<file path="src/rtl/somador_8bits.sv">
// somador_8bits: registered N-bit unsigned adder built from a ripple chain of
// full-adder cells, with carry-out in S[N], a signed-overflow flag and a
// one-cycle valid pulse. Only the output registers hold state.

// One full-adder cell of the ripple chain.
module somador_fa (
  input  logic a,
  input  logic b,
  input  logic c,
  output logic s,
  output logic co
);
  assign s  = a ^ b ^ c;
  assign co = (a & b) | (a & c) | (b & c);
endmodule

module somador_8bits #(
  parameter int N = 8
) (
  input  logic         clk,
  input  logic         rst_n,
  input  logic [N-1:0] A,
  input  logic [N-1:0] B,
  input  logic         in_valid,
  output logic [N:0]   S,
  output logic         out_valid,
  output logic         ovf
);

  logic [N:0]   carry;
  logic [N-1:0] sum_bits;
  logic [N:0]   sum;
  logic         ovf_c;

  logic [N:0]   s_q, s_d;
  logic         ovf_q, ovf_d;
  logic         out_valid_q, out_valid_d;

  // Carry-in of the chain is tied low; cell i feeds its carry to cell i+1.
  assign carry[0] = 1'b0;

  for (genvar i = 0; i < N; i++) begin : g_fa
    somador_fa u_fa (
      .a  (A[i]),
      .b  (B[i]),
      .c  (carry[i]),
      .s  (sum_bits[i]),
      .co (carry[i+1])
    );
  end

  // Final carry becomes the MSB, so the full N+1-bit result is never truncated.
  assign sum   = {carry[N], sum_bits};
  // Signed overflow: operands share a sign that the N-bit result does not.
  assign ovf_c = (A[N-1] == B[N-1]) && (sum_bits[N-1] != A[N-1]);

  // Next-state: load on a valid pair, otherwise hold; valid pulse follows in_valid.
  always_comb begin
    s_d         = s_q;
    ovf_d       = ovf_q;
    out_valid_d = in_valid;
    if (in_valid) begin
      s_d   = sum;
      ovf_d = ovf_c;
    end
  end

  // Output registers; reset clears result, flag and pending valid at once.
  always_ff @(posedge clk or negedge rst_n) begin
    if (!rst_n) begin
      s_q         <= '0;
      ovf_q       <= 1'b0;
      out_valid_q <= 1'b0;
    end else begin
      s_q         <= s_d;
      ovf_q       <= ovf_d;
      out_valid_q <= out_valid_d;
    end
  end

  assign S         = s_q;
  assign ovf       = ovf_q;
  assign out_valid = out_valid_q;

endmodule

</file>
<file path="config.mk">
export PLATFORM = sky130hd
export DESIGN_NAME = somador_8bits
export DESIGN_NICKNAME = d
export VERILOG_FILES = /design/src/rtl/somador_8bits.sv
export SDC_FILE = /design/constraint.sdc
export NUM_CORES = 1
export LEC_CHECK = 0
export ABC_CLOCK_PERIOD_IN_PS = 1600
export CAP_MARGIN = 25
export CORE_MARGIN = 10
export CORE_UTILIZATION = 42
export CTS_CLUSTER_SIZE = 12
export DETAILED_ROUTE_END_ITERATION = 10
export PLACE_DENSITY = 0.93
export SYNTH_ARGS = -nofsm -noshare
export SYNTH_HDL_FRONTEND = slang
export SYNTH_SLANG_ARGS = --single-unit
</file>
<file path="constraint.sdc">
create_clock -name clk -period 1.6 [get_ports clk]
set_input_delay 0.32 -clock clk [delete_from_list [all_inputs] [get_ports clk]]
set_output_delay 0.32 -clock clk [all_outputs]
set_load 0.1 [all_outputs]
</file>
Yosys cells after proc, flatten, opt, wreduce, memory -nomap -nowiden:

Index checks and enable logic that the tools add are counted.
Widths: inputs -> output; s select.

* equality and inequality tests: 2
* bitwise logic cells: 51
* reduce and logical (&&, ||, !) cells: 1

Operator list (number)
* $and 1x1->1: 22
* $xor 1x1->1: 15
* $or 1x1->1: 14
* $eq 1x1->1: 1
* $logic_and 1x1->1: 1
* $ne 1x1->1: 1

* flip-flop bits (word level): 11
* input bits: 19
* output and inout port bits: 11
* logic and storage cells: 57

Longest topological paths before layout:

Gate-level depths: netlist of run 1.

* depth in word-level cells: 22
* depth in mapped cells: 11
* mapped depth without buffers: 11

Modules after synthesis:

Synthesis of run 1 repeated with hierarchy kept, for this count alone.

* cells, all modules: 34
* area total of the unflattened synthesis: 574.3 sq um

By module, submodules not included
* somador_8bits: times used 1, cells an instance 26, area an instance 414.1 sq um, seq. area each 275.3 sq um
* somador_fa: times used 8, cells an instance 1, area an instance 20.0 sq um, seq. area each 0.0 sq um

Worst setup path after synthesis of run 1:

OpenSTA, ideal clock, no wires.

* path kind: input-to-reg
* start point: input A[0]
* end point: register ovf_q (netlist: ovf)
* arrival time: 3.482 ns
* required time: 1.472 ns
* slack: -2.010 ns
* cell stages on the path: 11
* cells stage by stage: ha_1 fa_1 fa_1 fa_1 fa_1 fa_1 fa_1 inv_1 fa_1 xor2_1 o22ai_1

* word-level cells in the longest chain between the ends: 22
* elaborated cells on any way between the ends: 28

RTL lines
* start: declaration: line 22 `input logic [N-1:0] A,`
* $and 1x1->1 (*): line 14 `assign co = (a & b) | (a & c) | (b & c);`
* $and 1x1->1: line 14
* $or 1x1->1: line 14
* $or 1x1->1 (*): line 14
* $and 1x1->1: line 14
* $or 1x1->1: line 14
* $or 1x1->1 (*): line 14
* $and 1x1->1: line 14
* (+6 left out)
* $or 1x1->1: line 14
* $or 1x1->1 (*): line 14
* $and 1x1->1: line 14
* $or 1x1->1: line 14
* $or 1x1->1 (*): line 14
* $xor 1x1->1 (*): line 13 `assign s = a ^ b ^ c;`
* $ne 1x1->1 (*): line 55 `assign ovf_c = (A[N-1] == B[N-1]) && (sum_bits[N-1] != A[N-1]);`
* $logic_and 1x1->1 (*): line 55
* end signal: assignment: line 76 `ovf_q <= ovf_d;`
* end: declaration: line 36 `logic ovf_q, ovf_d;`

Mark *: on every way between the ends. The rest lies on a longest branch, timed or not.
A chain may end at the register's enable or synchronous reset.

Final worst setup path of run 1:

* start point: input B[0]
* end point: register ovf_q (netlist: ovf)

* word-level cells in the longest chain between the ends: 22
* elaborated cells on any way between the ends: 28

RTL lines
* start: declaration: line 23 `input logic [N-1:0] B,`
* $and 1x1->1 (*): line 14
* $and 1x1->1: line 14
* $or 1x1->1: line 14
* $or 1x1->1 (*): line 14
* $and 1x1->1: line 14
* $or 1x1->1: line 14
* $or 1x1->1 (*): line 14
* $and 1x1->1: line 14
* (+6 left out)
* $or 1x1->1: line 14
* $or 1x1->1 (*): line 14
* $and 1x1->1: line 14
* $or 1x1->1: line 14
* $or 1x1->1 (*): line 14
* $xor 1x1->1 (*): line 13
* $ne 1x1->1 (*): line 55
* $logic_and 1x1->1 (*): line 55

Marks and branches as above.

==> metrics.txt, run 1 <==
status=finished with violations; failing checks=setup timing; IO Port Bufs=29; Layout Skew=0 ns; Setup Viol. Count Final=7; cells along the critical path=buf_6, ha_4, fa_2, fa_2, fa_2, fa_2, fa_2, fa_2, inv_2, fa_1, xor2_1, o22ai_1; initial DRC count=6; Slew HR=67.3%; Power Density=1320 mW/mm^2; Worst-Skew Late Latency=0.27 ns; Seq/Total Area, Yosys=44.4%; dpl cell area=0.00108 sq mm; final net count=102; antenna cells=0; critical-path maximum fanout=2; Worst setup EP type=register; Final period util=202%; Sink Count=11; Initial Util=46.0%; final wirelength=1640 um; cells after synthesis=39; crit path DAT=3.38 ns; die width=58.4 um; clock slew at reported path FFs=0.07 ns; final hold vios=0; top post-synthesis cells by area=dfrtp_1 (44%), fa_1 (23%), mux2_4 (17%); aggregate global-route resource usage=10.6%; vias per std cell=4.84; Least-Margin Pin Slew=0.489 ns; Max stage delay cell, worst path=fa_1; total CTS buffers=3; via count=426; setup slack at placement=-2.32 ns; first-pass GRT wire length=2690 um; # hold bufs at CTS=0; IO Count=30; CTS tree=done; final max-slew violation count=0; leading area contributor after synthesis=dfrtp_1; VDD IR max=0.000764 V; Layout Area Growth over Synthesis=78.6%; post-route minimum period=3.23 ns; Avg Cell Area, Syn=15.9 sq um; core area=0.00135 sq mm; # Post-CTS Setup Buffers=0; GR Overflow Total=0; antenna violations before repair=0; Clock Root Buffer=clkbuf_4; worst hold path type=in -> async; HPWL after DPL=1450 um; CP Class=in -> reg; Net Count, Synth=67; Unique masters post-synth=10; largest net degree at the start of global routing=13; leakage=0.000508 uW; Synth top area share=44.4%; vias in the first global route=499; cell family with most CP delay=adder cells; fmax=310 MHz; setup ws final=-1.63 ns; Antenna Nets Post-Route=0; RSZ-0062 raised after global routing=yes; H-tree depth=1; Die Height=58.4 um; CP dominant cell by count=fa_2; full die area=0.00342 sq mm; CTS Buffer Depth=2; RD Place Congestion=0.740; element type at the critical path start=primary input; drc violations=0; final instance area=0.00111 sq mm; DR pass1 iterations=3; YS warnings=0; Critical path buffers and inverters=2; #FFs+latches synth=11; share of cells above drive strength 1=47.9%; Worst EP required=1.76 ns; Mapped Area=621 sq um; FP Rows=13; drt wl/cell=18.7 um; delay of the slowest critical-path stage=0.43 ns; maxcap violations=0; setup TNS=-7.06 ns
-- sequential cells by signal (all words and copies together), names as in the netlist --
register and cells:
ovf 1, out_valid 1, S 9
-- synth_stat cells (all sizes together) --
library cell  count
o22ai             1
nand2b            1
dfrtp            11
xor2              1
fa                7
buf               1
mux2              7
inv               6
ha                2
mux2i             2
-- per-layer routing --
metal | wire length [um] | part of all wire, % | track usage, %
met1 | 672 | 41 | 12.2
met2 | 779 | 47 | 15.9
met3 | 191 | 12 | 7.51
met4 | 0 | 0 | 2.01
met5 | 0 | 0 | 0
-- cells by family (layout without fill, tap and decap cells) --
| group | Yosys count | in the layout | share of synthesized area (%) |
|---|---|---|---|
| and+or+nand+nor | 1 | 1 | 1.01 |
| buffers and inverters | 7 | 41 | 5.44 |
| xor gates and xnor gates | 1 | 1 | 1.41 |
| adders and majority gates | 9 | 9 | 26.6 |
| muxes | 9 | 9 | 20.2 |
| DFF | 11 | 11 | 44.4 |
| AOI/OAI and AO/OA | 1 | 1 | 1.01 |
-- final timing paths --
check	start	to	slack [ns]	cells after the start
worst max-delay path	B[0]	ovf$_DFFE_PN0P_	-1.63	12
worst min-delay path	rst_n	S[4]$_DFFE_PN0P_	0.37	1
worst min register to register	ovf$_DFFE_PN0P_	ovf$_DFFE_PN0P_	0.58	2
worst max register to register	S[5]$_DFFE_PN0P_	S[5]$_DFFE_PN0P_	0.77	1
max in group asynchronous	rst_n	S[1]$_DFFE_PN0P_	0.90	1
min in group clk	A[0]	S[0]$_DFFE_PN0P_	0.38	3
-- power breakdown --
part | switching, uW | total (uW) | internal [uW]
Combinational | 524 | 875 | 351
Clock | 100 | 193 | 92.7
Sequential | 64.1 | 397 | 333
-- timing repair --
action / 4_1_cts / 5_1_grt
gates resized for setup: 12 / 3
endpoints found under the hold margin: 0 / 0
pin swaps: 10 / 9
setup endpoints to repair: 8 / 7
-- placed cells by master (no fill, tap or decap) --
cell type	synthesis	layout
nand2b_1	1	1
clkdlybuf4s50_1	0	14
fa_2	0	6
xor2_1	1	1
inv_1	6	5
o22ai_1	1	1
clkbuf_2	0	1
buf_12	0	12
dfrtp_1	11	11
clkbuf_4	0	3
clkinv_2	0	1
mux2_4	7	7
clkdlybuf4s15_1	0	1
ha_1	2	1
buf_6	1	2
ha_4	0	1
mux2i_1	2	2
buf_4	0	1
fa_1	7	1
inv_2	0	1
-- area by class of cell --
cell class                      count  area, sq um
Clock buffer                        3         22.5
Sequential cell                    11          275
Clock inverter                      1         5.00
Tap cell                           15         18.8
Fill cell                          74          241
Timing Repair Buffer               31          425
Inverter                            6         22.5
Multi-Input combinational cell     21          339
-- through the flow --
stage | utilization (%) | hold WS [ns] | power, uW | instances
final | 82.1 | 0.374 | 1460 | 88
after global routing | 82.1 | 0.373 | 1530 | 88
after floorplan | - | 0.0244 | 903 | 39
after detailed placement | 80.3 | 0.564 | 1290 | 84
after CTS | 82.3 | 0.375 | 1490 | 88
after global placement | 80.3 | 0.550 | 1260 | 84
No activity file was read; power rests on OpenSTA's default activity.
==> run 2, diff against run 1 <==
GPL_ROUTABILITY_DRIVEN = 0   (was not set)
==> results of run 2 <==
The final DEF is identical to that of run 1; final timing and power are the same.
==> run 3, diff against run 2 <==
ABC_CLOCK_PERIOD_IN_PS = 2900   (was 1600)
CORE_UTILIZATION = 37   (was 42)
CTS_BUF_LIST = sky130_fd_sc_hd__clkbuf_2   (was not set)
PLACE_DENSITY = 0.87   (was 0.93)
clock period = 2.9 ns   (was 1.6 ns; I/O delays follow)
==> metrics.txt, run 3 (same netlist as run 1, synthesis figures left out) <==
via count=405 (was 426); HPWL after DPL=1210 um (was 1450 um); hold wc startpoint=S[1]$_DFFE_PN0P_; Worst-Skew Late Latency=0.26 ns (was 0.27 ns); critical-path maximum fanout=2 (unchanged); leakage=0.000442 uW (was 0.000508 uW); Final Core Density=60.6% (was 82.1%); Power Density=729 mW/mm^2 (was 1320 mW/mm^2); Slew HR=57.4% (was 67.3%); antenna cells=0 (unchanged); Die Height=61.0 um (was 58.4 um); delay of the slowest critical-path stage=0.45 ns (was 0.43 ns); Sink Count=11 (unchanged); cells along the critical path=buf_6, ha_4, fa_2, fa_2, fa_2, fa_2, fa_2, fa_2, inv_2, fa_2, xor2_1, o22ai_1 (was buf_6, ha_4, fa_2, fa_2, fa_2, fa_2, fa_2, fa_2, inv_2, fa_1, xor2_1, o22ai_1); Antenna Nets Post-Route=0 (unchanged); Worst setup EP type=register (unchanged); Layout Area Growth over Synthesis=50.6% (was 78.6%); VDD IR max=0.000369 V (was 0.000764 V); Worst EP required=3.03 ns (was 1.76 ns); FP Rows=14 (was 13); Layout Skew=0 ns (unchanged); first-pass GRT wire length=2350 um (was 2690 um); core area=0.00154 sq mm (was 0.00135 sq mm); vias per std cell=4.66 (was 4.84); drt wl/cell=16.1 um (was 18.7 um); RSZ-0062 raised after global routing=yes (unchanged); worst hold path type=reg -> reg (was in -> async); clock slew at reported path FFs=0.11 ns (was 0.07 ns); share of cells above drive strength 1=49.3% (was 47.9%); Setup Viol. Count Final=4 (was 7); die width=61.0 um (was 58.4 um); dpl cells=83 (was 84); Max stage delay cell, worst path=fa_2 (was fa_1); antenna violations before repair=0 (unchanged); largest net degree at the start of global routing=13 (unchanged); most common cell after layout, fill and taps aside=clkdlybuf4s50_1 (unchanged); maxcap violations=0 (unchanged); H-tree depth=1 (unchanged); IO Port Bufs=29 (unchanged); final net count=100 (was 102); worst r2r src=S[6]$_DFFE_PN0P_ (was S[5]$_DFFE_PN0P_); status=finished with violations (unchanged); full die area=0.00372 sq mm (was 0.00342 sq mm); CTS tree=done (unchanged); DR pass1 iterations=4 (was 3); post-route minimum period=3.50 ns; fin cells=87 (was 88); failing checks=setup timing (unchanged); Final period util=121%; total CTS buffers=3 (unchanged); R2R depth=1 (unchanged); fmax=286 MHz; most frequent cells in the layout=clkdlybuf4s50_1 (14), dfrtp_1 (11), buf_4 (11) (was clkdlybuf4s50_1 (14), buf_12 (12), dfrtp_1 (11)); setup slack at placement=-1.28 ns (was -2.32 ns); initial DRC count=2 (was 6); Clock Root Buffer=clkbuf_2 (was clkbuf_4); GR Overflow Total=0 (unchanged); IO Count=30 (unchanged); element type at the critical path start=primary input (unchanged); Critical R2R Capture=S[6]$_DFFE_PN0P_ (was S[5]$_DFFE_PN0P_); Least-Margin Pin Slew=0.638 ns (was 0.489 ns); vias in the first global route=499 (unchanged); CP dominant cell by count=fa_2 (unchanged); # Post-CTS Setup Buffers=0 (unchanged); final max-slew violation count=0 (unchanged); Worst Setup SP=B[0] (unchanged); final wirelength=1400 um (was 1640 um); setup ws final=-0.595 ns (was -1.63 ns); final hold vios=0 (unchanged); Total Power=682 uW (was 1460 uW); crit path DAT=3.62 ns (was 3.38 ns); slack of the worst reg-to-reg path=2.13 ns (was 0.77 ns); drc violations=0 (unchanged); max reg flops=9 (unchanged); Initial Util=40.3% (was 46.0%); CP endpoint=ovf$_DFFE_PN0P_ (unchanged); setup TNS=-1.34 ns (was -7.06 ns); aggregate global-route resource usage=8.85% (was 10.6%); CTS Buffer Depth=2 (unchanged); CP Class=in -> reg (unchanged)
==> run 3: changes by cell type in the layout (fill, tap and decap cells not counted), sizes merged <==
cell / previous run / this run
buf: 15 / 13
clkbuf: 4 / 6
clkdlybuf4s15: 1 / 0
clkinv: 1 / 0
==> run 3: final cells by class <==
type	count	area, sq um
clock buffer	4	20.0
fill	130	607
inverter	6	22.5
multi-input combinational	21	342
sequential	11	275
tap	16	20.0
timing repair buffer	29	255
==> run 3: worst min path at each step <==
| stage | end | slack [ns] | depth (start not counted) |
|---|---|---|---|
| 6_report | S[1]$_DFFE_PN0P_ | 0.52 | 1 |
| 5_1_grt | S[1]$_DFFE_PN0P_ | 0.55 | 1 |
| 4_1_cts | S[1]$_DFFE_PN0P_ | 0.53 | 1 |
| 3_5_place_dp | S[1]$_DFFE_PN0P_ | 0.50 | 1 |
| 3_3_place_gp | S[0]$_DFFE_PN0P_ | 0.50 | 1 |
| 2_1_floorplan | S[0]$_DFFE_PN0P_ | 0.28 | 0 |
==> run 3: what timing repair did <==
item | CTS | global route
pin swaps | 10 | 9
resized for setup | 14 | 3
hold buffers | 0 | 0
endpoints found under the setup margin | 5 | 4
==> run 3: per-layer routing <==
metal | wire length (um) | GRT usage [%]
met1 | 463 | 8.21
met2 | 767 | 15.3
met3 | 169 | 4.80
met4 | 0 | 4.70
met5 | 0 | 0
==> run 3: stage by stage <==
step	hold slack (ns)	area (sq um)
6_report	0.523	935
5_1_grt	0.546	935
4_1_cts	0.528	943
3_5_place_dp	0.496	920
3_3_place_gp	0.497	920
2_1_floorplan	0.284	648
==> run 3: power breakdown <==
group	internal (uW)	leakage, uW	switching, uW
registers	184	0.000130	17.1
logic	110	0.000296	281
clock network	36.6	0.0000166	52.4
==> run 3: critical path: cells and delay by family <==
kind / cells / cell delay [ns]
adder cells (fa/ha/maj): 8 / 2.64
XOR/XNOR: 1 / 0.15
buffers and inverters: 2 / 0.16
AO/OA/AOI/OAI: 1 / 0.09
